[src/rtl/operand_fetch_pkg.sv]
// rtl/operand_fetch_pkg.sv - shared constants, ALU opcodes and operand bundle for operand_fetch
package operand_fetch_pkg;

  localparam int DW   = 32;
  localparam int NREG = 32;
  localparam int AW   = $clog2(NREG);

  // SLT is any opcode with bit 2 set; 3'b100 is the canonical encoding.
  localparam logic [2:0] ALU_ADD = 3'b000;
  localparam logic [2:0] ALU_SUB = 3'b001;
  localparam logic [2:0] ALU_AND = 3'b010;
  localparam logic [2:0] ALU_OR  = 3'b011;
  localparam logic [2:0] ALU_SLT = 3'b100;

  typedef struct packed {
    logic [DW-1:0] a;
    logic [DW-1:0] b;
    logic [2:0]    ctrl;
    logic [AW-1:0] dest;
  } operand_t;

  function automatic logic [DW-1:0] sext16(input logic [15:0] imm);
    return {{(DW-16){imm[15]}}, imm};
  endfunction

endpackage

[src/rtl/operand_fetch_reg_file.sv]
// rtl/operand_fetch_reg_file.sv - 2R/1W register file, $0 hardwired to zero
// REGFILE_BYPASS_EN: same-cycle write data is forwarded to matching read ports.
module operand_fetch_reg_file
  import operand_fetch_pkg::*;
(
  input  logic          clk,
  input  logic          rst_n,
  input  logic [AW-1:0] rd_a_addr,
  output logic [DW-1:0] rd_a_data,
  input  logic [AW-1:0] rd_b_addr,
  output logic [DW-1:0] rd_b_data,
  input  logic          wb_en,
  input  logic [AW-1:0] wb_addr,
  input  logic [DW-1:0] wb_data
);

  logic [DW-1:0] regs_q [NREG];
  logic [DW-1:0] regs_d [NREG];
  logic          wr_hit;

  assign wr_hit = wb_en && (wb_addr != '0);

  always_comb begin
    regs_d = regs_q;
    if (wr_hit) regs_d[wb_addr] = wb_data;
  end

  always_ff @(posedge clk) begin
    if (!rst_n) begin
      for (int i = 0; i < NREG; i++) regs_q[i] <= '0;
    end else begin
      regs_q <= regs_d;
    end
  end

  always_comb begin
    rd_a_data = (rd_a_addr == '0) ? '0 : regs_q[rd_a_addr];
    rd_b_data = (rd_b_addr == '0) ? '0 : regs_q[rd_b_addr];
`ifdef REGFILE_BYPASS_EN
    if (wr_hit && (wb_addr == rd_a_addr)) rd_a_data = wb_data;
    if (wr_hit && (wb_addr == rd_b_addr)) rd_b_data = wb_data;
`endif
  end

endmodule

[src/rtl/operand_fetch.sv]
// rtl/operand_fetch.sv - operand-fetch stage: regfile read, immediate mux, one-entry ALU output stage
// REGFILE_BYPASS_EN selects write-through of same-cycle writeback into captured operands.
module operand_fetch
  import operand_fetch_pkg::*;
(
  input  logic          clk,
  input  logic          rst_n,
  input  logic          in_valid,
  output logic          in_ready,
  input  logic [AW-1:0] rs,
  input  logic [AW-1:0] rt,
  input  logic [AW-1:0] dest,
  input  logic [15:0]   imm16,
  input  logic          alusrc,
  input  logic [2:0]    ctrl,
  input  logic          flush,
  input  logic          wb_en,
  input  logic [AW-1:0] wb_addr,
  input  logic [DW-1:0] wb_data,
  output logic          out_valid,
  input  logic          out_ready,
  output logic [DW-1:0] out_a,
  output logic [DW-1:0] out_b,
  output logic [2:0]    out_ctrl,
  output logic [AW-1:0] out_dest
);

  logic [DW-1:0] rd_a, rd_b;
  logic          accept;
  operand_t      out_q, out_d;
  logic          out_valid_q, out_valid_d;

  operand_fetch_reg_file u_reg_file (
    .clk       (clk),
    .rst_n     (rst_n),
    .rd_a_addr (rs),
    .rd_a_data (rd_a),
    .rd_b_addr (rt),
    .rd_b_data (rd_b),
    .wb_en     (wb_en),
    .wb_addr   (wb_addr),
    .wb_data   (wb_data)
  );

  assign in_ready = !out_valid_q || out_ready;
  assign accept   = in_valid && in_ready && !flush;

  // Data only changes on accept, so a stalled or drained entry keeps its operands.
  always_comb begin
    out_d       = out_q;
    out_valid_d = out_valid_q;
    if (flush) begin
      out_valid_d = 1'b0;
    end else if (accept) begin
      out_d.a     = rd_a;
      out_d.b     = alusrc ? sext16(imm16) : rd_b;
      out_d.ctrl  = ctrl;
      out_d.dest  = dest;
      out_valid_d = 1'b1;
    end else if (out_valid_q && out_ready) begin
      out_valid_d = 1'b0;
    end
  end

  always_ff @(posedge clk) begin
    if (!rst_n) begin
      out_q       <= '0;
      out_valid_q <= 1'b0;
    end else begin
      out_q       <= out_d;
      out_valid_q <= out_valid_d;
    end
  end

  assign out_valid = out_valid_q;
  assign out_a     = out_q.a;
  assign out_b     = out_q.b;
  assign out_ctrl  = out_q.ctrl;
  assign out_dest  = out_q.dest;

endmodule

[config.mk]
export PLATFORM = sky130hd
export DESIGN_NAME = operand_fetch
export DESIGN_NICKNAME = d
export VERILOG_FILES = /design/src/rtl/operand_fetch_pkg.sv /design/src/rtl/operand_fetch_reg_file.sv /design/src/rtl/operand_fetch.sv
export SDC_FILE = /design/constraint.sdc
export NUM_CORES = 2
export LEC_CHECK = 0
export CORE_ASPECT_RATIO = 1.1
export CORE_MARGIN = 1.5
export CORE_UTILIZATION = 62
export DETAILED_ROUTE_END_ITERATION = 7
export PLACE_DENSITY = 0.8
export SLEW_MARGIN = 20
export SYNTH_ARGS = -nofsm -noshare
export SYNTH_HDL_FRONTEND = slang
export SYNTH_SLANG_ARGS = --single-unit
[constraint.sdc]
create_clock -name clk -period 2.91 [get_ports clk]
set_input_delay 0.4365 -clock clk [delete_from_list [all_inputs] [get_ports clk]]
set_output_delay 0.4365 -clock clk [all_outputs]
set_load 0.1 [all_outputs]
After elaboration in Yosys (flattened, before gate mapping)
Cells that the tools add are included.
{"block": "classes", "n_bitwise": 5, "magnitude_cmp": 4, "mux": 14, "reduce_logical": 14}
{"cell": "1024-bit bitwise mux", "n": 1}
{"cell": "32-bit binary-select mux with 5-bit select", "n": 2}
{"cell": "32-bit 2-to-1 mux", "n": 8}
{"cell": "32-bit demux with 5-bit select", "n": 1}
{"cell": "6-bit greater-or-equal comparator (second input constant)", "n": 3}
{"cell": "5-bit NOT with 6-bit output", "n": 3}
{"cell": "5-bit logical NOT", "n": 2}
{"cell": "6-bit by 1-bit less-than comparator with 1-bit output (second input constant)", "n": 1}
{"cell": "1-bit logical AND", "n": 5}
{"cell": "5-bit nonzero test", "n": 1}
{"cell": "1-bit logical NOT", "n": 2}
{"cell": "1-bit 2-to-1 mux", "n": 2}
{"cell": "1-bit NOT", "n": 2}
{"cell": "2-bit AND reduction", "n": 1}
{"cell": "2-bit nonzero test", "n": 1}
{"cell": "2-bit OR reduction", "n": 1}
{"cell": "1-bit logical OR", "n": 1}
{"block": "word_totals", "register_bits": 1097, "output_inout_bits": 74, "in_bits": 78, "elab_cells": 74}

Longest topological paths before layout
{"block": "depth", "ltp_word": 6, "ltp_mapped": 9}

By module
From an unflattened synthesis, not the netlist that was laid out.
{"block": "hier_totals", "hier_cells": 6321, "area_unflattened_um2": 57612.8}
{"module": "operand_fetch_reg_file", "instances": 1, "area_per_inst_um2": 54516.0, "seq_area_each_um2": 20499.7, "cells_each": 5984}
{"module": "operand_fetch", "instances": 1, "area_per_inst_um2": 3096.7, "seq_area_each_um2": 1461.4, "cells_each": 337}

Least setup slack after synthesis
OpenSTA, ideal clock, no wires.
{"block": "synth_timing", "path_type": "register -> register", "startpoint": "register out_valid_q, in the netlist out_valid", "endpoint": "register out_q (netlist bit out_a[10])", "t_arrival_ps": 2593, "stages_incl_launch_ff": 10, "period_less_slack_ps": 2657, "slack_ps": 253, "setup_time_ps": 64, "n_path_buf": 4, "path_cell_list": "dfxtp_1 nand2b_1 buf_2 and2_1 clkbuf_1 buf_2 nor2_1 clkbuf_1 nand2_1 nand3_1"}
{"block": "synth_via", "elab_chain_len": 5}
{"element": "start: declaration", "line_no": "operand_fetch.sv:31", "source": "logic out_valid_q, out_valid_d;"}
{"element": "start signal: assignment", "line_no": "operand_fetch.sv:71", "source": "out_valid_q <= out_valid_d;"}
{"element": "1-bit logical NOT", "line_no": "operand_fetch.sv:45", "source": "assign in_ready = !out_valid_q || out_ready;"}
{"element": "1-bit logical OR", "line_no": "operand_fetch.sv:45"}
{"element": "via in_ready", "line_no": "operand_fetch.sv:9", "source": "output logic in_ready,"}
{"element": "1-bit logical AND (2 in a row)", "line_no": "operand_fetch.sv:46", "source": "assign accept = in_valid && in_ready && !flush;"}
{"element": "2-bit AND reduction (no source line)"}
{"element": "end signal: assignment", "line_no": "operand_fetch.sv:70", "source": "out_q <= out_d;"}
{"element": "end: declaration", "line_no": "operand_fetch.sv:30", "source": "operand_t out_q, out_d;"}
The timed path passes the listed nets, and every way through them passes these cells.
A chain may end at the register's enable or synchronous reset.

Worst setup path after layout
{"block": "layout_timing", "startpoint": "register out_valid_q, in the netlist out_valid", "endpoint": "register out_q (netlist bit out_b[12])"}
{"block": "layout_via", "elab_chain_len": 5}
{"element": "1-bit logical NOT", "line_no": "operand_fetch.sv:45"}
{"element": "1-bit logical OR", "line_no": "operand_fetch.sv:45"}
{"element": "1-bit logical AND (2 in a row)", "line_no": "operand_fetch.sv:46"}
{"element": "2-bit AND reduction (no source line)"}
No other way between the ends.

==> flow_summary.toml <==
[cts]
worstSkewPairLatency_ps = 710
clk_pin_slew_ps = 70
numCtsBuffers = 105
cts_tree = "done"
post-cts-setup-buffers = 0
cts-htree-levels = 3
cts-root-buf = "clkbuf_16"
cts_sinks = 1097
cts_hold_buf = 0
clockBufferDepth = 3
ctsResizeCount = 0

[drt]
num_vias = 50400
wire_per_inst_um = 27.5
via_per_inst = 7.02
drc = 0
drt_iter0_markers = 8212
wirelength_um = 198000
ant_nets = 0
dr.pass1.iters = 6

[setup_path]
worstPathRequired_ps = 3570
rr_worst_depth = 5
worstPathCellList = "nand2b_1 > and2_4 > o21ai_0 > a2111oi_0 > or3_1"
crit_cells = 5
regToRegSetupSlack_ps = 270
worstReg2RegStart = "out_valid"
critPathBufInv = 0
r2r-end = "out_b[12]"
critPathArrivalTime_ps = 3300
critPathLaunch = "out_valid"
critPathTopFamily = "compound AO/OA/AOI/OAI gates"
end_kind = "flop"
critPathSlowestCell = "a2111oi_0"
cp-endpoint = "out_b[12]"
crit_type = "reg -> reg"
critPathMaxFanout = 29
cp-start-kind = "flop"
cpPeakStageDelay_ps = 1010

[sta]
slew_viol_final = 0
max_freq_ghz = 0.379
tns_ps = 0
finalCriticalPeriod_ps = 2640
period_share_pct = 90.7
setup_viol = 0
relSlewSlack_pct = 26.1
holdWs_ps = 192
grt_setup_unrepaired = "false"
worst_pin_slew_ps = 1080
hold_violations = 0
fin_skew_ps = 29.5

[cells_and_area]
final_nets = 6022
area_growth_pct = 14.2
stdcell_count = 7184
layout-drive-gt1-share_pct = 20.2

[logic_synthesis]
synth_xor_area_share_pct = 0
synth-simple-area-share_pct = 17.2
synth_warnings = 0
synth-main-ff-cell = "dfxtp_1"
async_reset_ff_share_pct = 0
synth_edf_count = 0
ys_seq_area_share_pct = 40.6
synth_compound_area_share_pct = 12.6
synthMuxAreaShare_pct = 24.9
synth_cells = 6009
synthAdderAreaFrac_pct = 0
syn_nets = 6087
synth.distinct_cells = 40
synth_top_family_by_area = "multiplexers"
syn_area_per_cell_um2 = 9.00
synth_seq_cells = 1097
syn_area_mm2 = 0.0541

[placement]
hpwl_um = 117000
dp_cells = 6986
gp_routability_congestion = 0.939
portBuffers = 151

[floorplanning]
dieArea_mm2 = 0.0890
die_y_um = 313
row_count = 113
core_area_mm2 = 0.0864
initial_core_util_pct = 62.6
io_pins = 152
die_x_um = 285

[grt]
grt_pass1_wl_um = 295000
grt.total_usage_pct = 43.6
grt_max_degree = 161
antenna_found_initial = 7
grt_pass1_vias = 50100
grt-ovfl-total = 0

[power]
p_leak_nw = 20.6
peakVddDrop_mv = 0.457
power_mw = 33.4
power.density_mw_per_mm2 = 541

[min_path]
hp-class = "in -> reg"
min_from = "rst_n"

[job]
maxCapViolations = 0

[status]
outcome = "completed"
## how the worst min path moves through the flow
stage,endpoint,slack (ps),cells after the start
6_report,out_b[31],190,2
3_3_place_gp,out_dest[3],440,2
2_1_floorplan,u_reg_file.regs_q[194],440,2
4_1_cts,out_b[31],180,2
5_1_grt,out_b[31],200,2
3_5_place_dp,out_dest[4],450,2
## cells in the final DEF, fill, tap and decap left out, types with 25 or more instances in the layout
cell type / synthesis / layout
mux2_2: 107 / 107
clkbuf_16: 0 / 109
a21oi_1: 1032 / 1032
buf_12: 0 / 97
clkdlybuf4s50_1: 0 / 68
and2_1: 36 / 34
nor2_1: 39 / 25
mux4_2: 504 / 504
mux2i_1: 90 / 90
nand4_1: 38 / 38
nor2b_1: 36 / 35
a22oi_1: 41 / 41
a211oi_1: 48 / 48
nand3_1: 32 / 32
nand2_1: 2103 / 2095
dfxtp_1: 1097 / 1097
buf_4: 9 / 270
## worst reg2reg max path, stage by stage (launching register included)
cell,delay [ps]
dfxtp_1,310
nand2b_1,270
and2_4,460
o21ai_0,300
a2111oi_0,1010
or3_1,230
## per-layer routing
layer | track usage, % | up-vias | wire length (um)
li1 | - | 20900 | -
met1 | 52.5 | 23900 | 63600
met2 | 64.9 | 4423 | 86300
met3 | 15.4 | 1236 | 31400
met4 | 31.8 | 8 | 16300
met5 | 0 | - | 51
## cells in the mapped netlist, types with 2 or more instances
library cell	instances	area, um2
a31oi_1	5	31.3
buf_8	2	30.0
o211ai_1	15	113
a221oi_1	11	96.3
o21ai_0	16	80.1
or2_2	3	18.8
buf_6	11	124
mux2i_1	90	901
o221a_2	11	124
buf_2	78	390
nand2b_1	11	68.8
buf_1	27	101
nor2_1	39	146
a2111oi_0	20	175
a22oi_1	41	308
and2_1	36	225
buf_4	9	67.6
mux4_2	504	11400
o2111ai_1	5	43.8
nand4_1	38	238
inv_1	3	11.3
mux2_2	107	1200
a21oi_1	1032	5160
nor2b_1	36	225
clkbuf_1	488	1830
or3_1	10	62.6
nand2_1	2103	7890
nor4_1	20	125
nor3_1	19	95.1
a211oi_1	48	360
dfxtp_1	1097	22000
a211o_1	5	43.8
o221ai_1	12	105
o22ai_1	20	125
nand3_1	32	160
## flip-flops by register name (all words and copies together) (netlist names)
signal	cells
u_reg_file.regs_q	1024
out_a	32
out_b	32
out_dest	5
out_ctrl	3
out_valid	1
## layout make-up
cell class / count / area [um2]
multi-input cells: 4294 / 29800
fillers: 5923 / 24700
flip-flops and latches: 1097 / 22000
repair buffers: 443 / 4770
clock buffers: 153 / 3100
well taps: 1150 / 1440
clock inverters: 41 / 632
inverters: 3 / 18.8
diodes: 3 / 7.51
## stage by stage
step	worst slack [ps]	area, um2	utilization, %
final	271	61700	71.4
after CTS	576	61700	71.4
after global routing	288	61700	71.4
after global placement	-60.3	57900	67.1
after floorplan	253	54100	-
after detailed placement	-81.1	57900	67.1
## kinds of logic after synthesis
kind of cell,count (synthesis)
and+or+nand+nor,2350
AOI/OAI and AO/OA,1243
muxes,701
buffers and inverters,618
DFF,1097
## where the power goes
group	total, mW	internal, mW	switching [mW]
logic	3.11	0.997	2.11
clock network	15.0	8.80	6.22
registers	15.3	15.2	0.126
total	33.4	25.0	8.46
No activity file was read; power rests on OpenSTA's default activity.
